[src/rtl/trap_sequencer.sv]
`default_nettype none
// trap_sequencer: machine-mode trap / mret sequencer driving four implicit CSR slots
// and a valid/ready redirect to the pipeline.  Rev 1.0
module trap_sequencer #(
  parameter logic        VECTORED_EN = 1'b1,
  parameter logic [31:0] IRQ_MASK    = 32'h0000_0888
) (
  input  logic         clk,
  input  logic         reset,
  input  logic         exc_valid,
  input  logic [4:0]   exc_cause,
  input  logic [31:0]  exc_tval,
  input  logic [31:0]  exc_pc,
  input  logic         mret_valid,
  input  logic         int_pc_valid,
  input  logic [31:0]  int_pc,
  input  logic         redirect_ready,
  input  logic [127:0] impl_csr,
  output logic [3:0]   impl_read_enable,
  output logic [47:0]  impl_addrs_r,
  output logic [3:0]   impl_write_enable,
  output logic [47:0]  impl_addrs_w,
  output logic [127:0] impl_write_data,
  output logic [1:0]   mode,
  output logic         busy,
  output logic         flush,
  output logic         redirect_valid,
  output logic [31:0]  redirect_pc
);

  localparam logic [2:0] S_IDLE    = 3'd0;
  localparam logic [2:0] S_TRAP_WR = 3'd1;
  localparam logic [2:0] S_RET_RD  = 3'd2;
  localparam logic [2:0] S_RET_WR  = 3'd3;
  localparam logic [2:0] S_REDIR   = 3'd4;

  localparam logic [1:0] MACHINE = 2'b11;

  localparam logic [11:0] CSR_MSTATUS = 12'h300;
  localparam logic [11:0] CSR_MIE     = 12'h304;
  localparam logic [11:0] CSR_MTVEC   = 12'h305;
  localparam logic [11:0] CSR_MEPC    = 12'h341;
  localparam logic [11:0] CSR_MCAUSE  = 12'h342;
  localparam logic [11:0] CSR_MTVAL   = 12'h343;
  localparam logic [11:0] CSR_MIP     = 12'h344;

  logic [2:0]  state;
  logic [4:0]  cause_q;
  logic        is_irq_q;
  logic [31:0] tval_q;
  logic [31:0] epc_q;
  logic [31:0] mstatus_q;
  logic [1:0]  old_mode_q;
  logic [31:0] mtvec_q;

  logic [31:0] csr_mstatus;
  logic [31:0] csr_mie;
  logic [31:0] csr_mip;
  logic [31:0] csr_mtvec;
  logic [31:0] irq_vec;
  logic        irq_take;
  logic [4:0]  irq_cause;
  logic [31:0] trap_base;
  logic [31:0] trap_target;
  logic [31:0] trap_mstatus;
  logic [31:0] ret_mstatus;

  assign csr_mstatus = impl_csr[31:0];
  assign csr_mie     = impl_csr[63:32];
  assign csr_mip     = impl_csr[95:64];
  assign csr_mtvec   = impl_csr[127:96];

  assign irq_vec  = csr_mip & csr_mie & IRQ_MASK;
  assign irq_take = (|irq_vec) && (csr_mstatus[3] || (mode != MACHINE)) && int_pc_valid;

  // Lowest set bit as a fallback for non-standard mask bits; MEI > MSI > MTI override it.
  always_comb begin
    irq_cause = 5'd0;
    for (int i = 31; i >= 0; i--) begin
      if (irq_vec[i]) irq_cause = 5'(i);
    end
    if (irq_vec[7])  irq_cause = 5'd7;
    if (irq_vec[3])  irq_cause = 5'd3;
    if (irq_vec[11]) irq_cause = 5'd11;
  end

  assign trap_base   = mtvec_q & ~32'h3;
  assign trap_target = (VECTORED_EN && (mtvec_q[1:0] == 2'b01) && is_irq_q)
                       ? trap_base + {25'd0, cause_q, 2'b00} : trap_base;

  always_comb begin
    trap_mstatus        = mstatus_q;
    trap_mstatus[7]     = mstatus_q[3];
    trap_mstatus[3]     = 1'b0;
    trap_mstatus[12:11] = old_mode_q;
  end

  always_comb begin
    ret_mstatus        = mstatus_q;
    ret_mstatus[3]     = mstatus_q[7];
    ret_mstatus[7]     = 1'b1;
    ret_mstatus[12:11] = 2'b00;
  end

  // All CSR-side outputs decode from registered state and latched data only.
  always_comb begin
    impl_read_enable  = 4'b0000;
    impl_write_enable = 4'b0000;
    case (state)
      S_IDLE:    impl_read_enable  = 4'b1111;
      S_RET_RD:  impl_read_enable  = 4'b0001;
      S_TRAP_WR: impl_write_enable = 4'b1111;
      S_RET_WR:  impl_write_enable = 4'b0001;
      default:   ;
    endcase
  end

  assign impl_addrs_r    = {CSR_MTVEC, CSR_MIP, CSR_MIE,
                            (state == S_RET_RD) ? CSR_MEPC : CSR_MSTATUS};
  assign impl_addrs_w    = {CSR_MTVAL, CSR_MCAUSE, CSR_MEPC, CSR_MSTATUS};
  assign impl_write_data = {tval_q, {is_irq_q, 26'd0, cause_q}, epc_q,
                            (state == S_RET_WR) ? ret_mstatus : trap_mstatus};

  assign busy           = (state != S_IDLE);
  assign redirect_valid = (state == S_REDIR);

  always_ff @(posedge clk or negedge reset) begin
    if (!reset) begin
      state       <= S_IDLE;
      mode        <= MACHINE;
      flush       <= 1'b0;
      redirect_pc <= 32'd0;
      cause_q     <= 5'd0;
      is_irq_q    <= 1'b0;
      tval_q      <= 32'd0;
      epc_q       <= 32'd0;
      mstatus_q   <= 32'd0;
      old_mode_q  <= 2'b00;
      mtvec_q     <= 32'd0;
    end else begin
      flush <= 1'b0;
      case (state)
        S_IDLE: begin
          if (exc_valid) begin
            cause_q    <= exc_cause;
            is_irq_q   <= 1'b0;
            tval_q     <= exc_tval;
            epc_q      <= exc_pc & ~32'h3;
            mstatus_q  <= csr_mstatus;
            old_mode_q <= mode;
            mtvec_q    <= csr_mtvec;
            flush      <= 1'b1;
            state      <= S_TRAP_WR;
          end else if (mret_valid) begin
            mstatus_q <= csr_mstatus;
            flush     <= 1'b1;
            state     <= S_RET_RD;
          end else if (irq_take) begin
            cause_q    <= irq_cause;
            is_irq_q   <= 1'b1;
            tval_q     <= 32'd0;
            epc_q      <= int_pc & ~32'h3;
            mstatus_q  <= csr_mstatus;
            old_mode_q <= mode;
            mtvec_q    <= csr_mtvec;
            flush      <= 1'b1;
            state      <= S_TRAP_WR;
          end
        end
        S_TRAP_WR: begin
          mode        <= MACHINE;
          redirect_pc <= trap_target;
          state       <= S_REDIR;
        end
        S_RET_RD: begin
          redirect_pc <= impl_csr[31:0];
          state       <= S_RET_WR;
        end
        S_RET_WR: begin
          mode  <= mstatus_q[12:11];
          state <= S_REDIR;
        end
        S_REDIR: begin
          if (redirect_ready) state <= S_IDLE;
        end
        default: state <= S_IDLE;
      endcase
    end
  end

endmodule
`default_nettype wire
[config.mk]
export PLATFORM = sky130hd
export DESIGN_NAME = trap_sequencer
export DESIGN_NICKNAME = d
export VERILOG_FILES = /design/src/rtl/trap_sequencer.sv
export SDC_FILE = /design/constraint.sdc
export NUM_CORES = 1
export LEC_CHECK = 0
export ABC_AREA = 1
export CORE_AREA = 2 2 194 196
export CTS_CLUSTER_DIAMETER = 40
export DETAILED_ROUTE_END_ITERATION = 7
export DIE_AREA = 0 0 196 198
export HOLD_SLACK_MARGIN = 0.03
export PLACE_DENSITY = 0.55
export SKIP_LAST_GASP = 1
export SYNTH_ARGS = -nofsm -noshare
export SYNTH_HDL_FRONTEND = slang
export SYNTH_SLANG_ARGS = --single-unit
export TNS_END_PERCENT = 1
[constraint.sdc]
create_clock -name clk -period 1.8 [get_ports clk]
set_input_delay 0.36 -clock clk [delete_from_list [all_inputs] [get_ports clk]]
set_output_delay 0.36 -clock clk [all_outputs]
set_load 0.05 [all_outputs]
# After elaboration in Yosys (flattened, before gate mapping)
# Index checks and enable logic that the tools add are counted.
dict set report classes {
  n_reduce_logical 15
  mux 40
  add_sub_neg 1
  bitwise_logic 1
  n_eq_ne 9
}
# cell n
set op_table {}
lappend op_table {{two-way mux 32 bit} 13}
lappend op_table {{case mux 32 bit (2 select lines)} 1}
lappend op_table {{adder 32 x 7 -> 32 bit} 1}
lappend op_table {{two-way mux 3 bit} 6}
lappend op_table {{case mux 4 bit (2 select lines)} 2}
lappend op_table {{two-way mux 5 bit} 3}
lappend op_table {{two-way mux 13 bit} 1}
lappend op_table {{AND 12 bit} 1}
lappend op_table {{case mux 3 bit (4 select lines)} 1}
lappend op_table {{two-way mux 1 bit} 7}
lappend op_table {{two-way mux 7 bit} 1}
lappend op_table {{== test 3 x 2 -> 1 bit, second input constant} 2}
lappend op_table {{two-way mux 2 bit} 3}
lappend op_table {{inequality test 2 bit, second input constant} 3}
lappend op_table {{nonzero test 2 bit} 3}
lappend op_table {{nonzero test 3 bit} 2}
lappend op_table {{two-way mux 4 bit} 1}
lappend op_table {{inequality test 4 bit, second input constant} 1}
lappend op_table {{case mux 2 bit (2 select lines)} 1}
lappend op_table {{AND reduction 2 bit} 2}
lappend op_table {{== test 3 x 1 -> 1 bit, second input constant} 1}
lappend op_table {{== test 3 bit, second input constant} 1}
lappend op_table {{logical AND 1 bit} 3}
lappend op_table {{logical NOT 3 bit} 1}
lappend op_table {{other kinds (5)} 5}
dict set report word_totals {
  ff_bits 174
  inputBits 235
}

# Longest topological paths before layout
dict set report depth {
  ltp_word 8
  ltp_mapped 12
  ltp_nobuf 12
}

# Worst setup path after synthesis
# No wires, ideal clock.
dict set report synth_path {
  path_type {register to output}
  start {reg state[2]}
  end {out impl_write_data[3]}
  arrival_ps 2002
  n_path_buf 0
  path_stages_with_launch 6
  slack_ps -562
  cell_sequence {dfrtp_1 > nor2_2 > inv_1 > nor2_1 > inv_1 > nor2_1}
}
dict set report synth_between {
  elab_chain_len 2
}
# item line_no
set synth_rtl {}
lappend synth_rtl {{start, declared} 47} ;# logic [2:0] state;
lappend synth_rtl {{start signal, assigned} 129} ;# state <= S_IDLE;
lappend synth_rtl {{start signal, assigned} 153} ;# state <= S_TRAP_WR;
lappend synth_rtl {{start signal, assigned} 157} ;# state <= S_RET_RD;
lappend synth_rtl {{== test 3 x 2 -> 1 bit} 122} ;# (state == S_RET_WR) ? ret_mstatus : trap_mstatus};
lappend synth_rtl {{two-way mux 13 bit} 122}
lappend synth_rtl {{end, declared} 23} ;# output logic [127:0] impl_write_data,
# No other way between the ends.

# Final worst setup path
dict set report layout_path {
  start {reg state[0]}
  end {out impl_read_enable[2]}
}
dict set report layout_between {
  elab_chain_len 2
  word_cells_on_any_way 3
}
# item line_no
set layout_rtl {}
lappend layout_rtl {{== test 3 x 2 -> 1 bit or logical NOT 3 bit (tied branches)} 109} ;# case (state)
lappend layout_rtl {{case mux 4 bit (2 select lines) *} 109}
lappend layout_rtl {{end, declared} 19} ;# output logic [3:0] impl_read_enable,
# Every way passes the cells marked *; elsewhere a longest branch is shown, timed or not.

==> impl_metrics.toml <==
[die]
ioPinCount = 504
die_h_um = 198
die_width_um = 196
num_rows = 71
dieArea_um2 = 38800
core_area_um2 = 37000
start_util_pct = 24.9

[outcome]
run_status = "finished with violations"
violations = "setup timing"

[global_route]
antenna_found_initial = 1
grt_pass1_wl_mm = 45.9
first_global_vias = 7844
grt_max_degree = 52
grt_use_total_pct = 15.7
grt_remaining_overflow = 0

[yosys]
synth_flop_cell = "dfrtp_1"
async_flop_share_pct = 100
synth_area_leaders = "dfrtp_1 46%, buf_4 14%, nand2_1 11%, inv_1 4.2%, nor2_1 3.7%"
yosysUniqueCellTypes = 38
yosysSeqAreaShare_pct = 46.9
synth_area_um2 = 9190
synth.top_cell.area_share_pct = 46.3
synth_warnings = 0
synth_top_cell_by_area = "dfrtp_1"
syn_inst = 1114
synth-edff-count = 0
synth-seq-cells = 172
synth_area_per_cell_um2 = 8.25

[routing]
wl_met2_mm = 15.4
drc_errors = 0
first_iter_violations = 285
drtAntennaViolNets = 0
wl_per_cell_um = 15.6
highest_layer = "met4"
viasPerCell = 4.12
drt-pass1-iter-count = 5
drt-total-wl_mm = 30.5
wl_met1_mm = 13.0
met3_length_mm = 1.70
vias = 8051

[sta]
final_max_slew_viol_count = 0
setup_viol = 28
layout_min_cycle_time_ns = 1.90
layout_worst_path_cycle_share_pct = 105
clock.fmax_mhz = 527
hold_violations = 0
rsz0062_at_grt = "yes"
setup-tns-final_ns = -1.82
fin_ws_ns = -0.0962
finalClockSkew_ns = 0.0101

[worst_hold_path]
hold_path.class = "input port to asynchronous set/reset pin"

[placement]
post-dp-hpwl_mm = 24.3
place_area_um2 = 12600
place.gp.congestion = 0.856
port-buffer-count = 319

[worst_setup_path]
r2r_cells = 11
path_class = "flip-flop to output pin"
start_kind = "flip-flop"
worstPathRequired_ns = 1.44
crit_fanout = 4
reg2reg_setup_slack_ns = -0.08
crit_start = "state[0]$_DFFE_PN0P_"
r2r-start = "cause_q[4]$_DFFE_PN0P_"
worstPathArrival_ns = 1.54
endpoint_kind = "output pin"
r2r-end = "redirect_pc[18]$_DFFE_PN0P_"

[pwr]
p_leak_nw = 6.49
power_w = 0.0284
ir_drop_v = 0.00124
p_per_area_nw_per_um2 = 2120

[clocking]
cts_sinks = 172
ctsLongestPathBuffers = 2
worstSkewPairLatency_ns = 0.44
htreeDepth = 4
path_clk_slew_ns = 0.07
cts_tree = "done"
cts-buffers-inserted = 17
clockRootBuffer = "clkbuf_16"

[cells_and_area]
design_area_um2 = 13400
syn_to_final_growth_pct = 46.1
final_common_cell = "nand2_1"
layout.nets = 1705
fill_cells = 3894
mostFrequentLayoutCells = "276 x nand2_1, 204 x buf_4, 171 x clkdlybuf4s50_1"
drive_gt1_share_pct = 21.7

[flow_run]
maxCapViolCount = 0
## cell usage after synthesis, types with 3 or more instances
master    count
ha_1          5
buf_6         5
clkbuf_1     10
a31oi_1      34
inv_2         3
o21ai_0      62
a21oi_1      27
nor2_1       90
nor3_1        4
buf_2        15
nand2_1     280
dfrtp_1     170
nand4_1      12
inv_1       102
o22ai_1       5
nand3_1      49
buf_4       166
a22o_1       36
a21oi_2       3
nor2_2        3
o21bai_1      3
nand2_2       3
## report_power, final
group / internal, W / switching, W / total [W] / leakage [nW]
sequential: 0.00584 / 0.00135 / 0.00718 / 2.05
combinational: 0.00604 / 0.0113 / 0.0174 / 4.17
clock: 0.00219 / 0.00165 / 0.00384 / 0.271
total: 0.0141 / 0.0143 / 0.0284 / 6.49
## routing by layer
| layer | track usage [%] | up-vias |
|---|---|---|
| met1 | 19.0 | 3789 |
| li1 | - | 3987 |
| met5 | 0 | - |
| met2 | 27.6 | 257 |
| met4 | 4.41 | 0 |
| met3 | 3.80 | 18 |
## final cells by class
type	count	area, um2	share of cell area [%]
timing repair buffer	409	3870	28.9
sequential	172	4310	32.1
inverter	107	410	3.06
clock inverter	10	143	1.06
tap	474	593	4.42
clock buffer	22	444	3.31
multi-input combinational	757	3640	27.1
antenna	1	2.50	0.0186
## worst max-delay path by stage
stage	endpoint	slack (ns)	cells after the start
floorplan	impl_write_enable[2]	-0.13	5
global placement	redirect_pc[21]$_DFFE_PN0P_	-0.27	10
detailed placement	redirect_pc[21]$_DFFE_PN0P_	-0.25	10
CTS	impl_write_data[3]	-0.13	6
global route	impl_read_enable[1]	-0.19	5
finish	impl_read_enable[2]	-0.1	5
## registers in the layout (all words and copies together) (netlist names)
signal / flops
mstatus_q: 32
mtvec_q: 32
redirect_pc: 32
tval_q: 32
epc_q: 30
cause_q: 5
state: 3
mode: 2
old_mode_q: 2
flush: 1
is_irq_q: 1
## logic make-up (layout without fill, tap and decap cells)
logic type	Yosys count	after routing	synth area share (%)
other	2	123	0.0817
AO/OA/AOI/OAI	175	175	11.8
AND/OR/NAND/NOR	450	450	20.1
XOR/XNOR	4	4	0.381
adder cells (fa/ha/maj)	6	6	0.899
flip-flops	172	172	46.9
buffers and inverters	305	548	19.9
## metrics by stage
stage | cells | utilization, % | hold WS, ns | setup WS (ns)
3_5_place_dp | 1903 | 34.0 | 0.350 | -0.247
5_1_grt | 1951 | 36.3 | 0.464 | -0.188
2_1_floorplan | 1234 | - | 0.0644 | -0.133
4_1_cts | 1950 | 36.2 | 0.427 | -0.127
3_3_place_gp | 1903 | 34.0 | 0.350 | -0.265
6_report | 1952 | 36.3 | 0.447 | -0.0962
## worst max-delay path, stage by stage, from the launching register on
cell        delay (ns)
dfrtp_1           0.39
buf_4             0.14
nor2_4            0.15
nand2_4           0.09
clkinvlp_4        0.17
buf_12            0.16
## what timing repair did
action,in CTS,in global routing
gates resized for setup,29,11
setup buffers,14,1
pin swaps,12,6
endpoints found under the setup margin,36,108
hold endpoints to repair,37,0
hold buffers,1,0
cloned,0,0
Power figures use the tool's default switching activity.
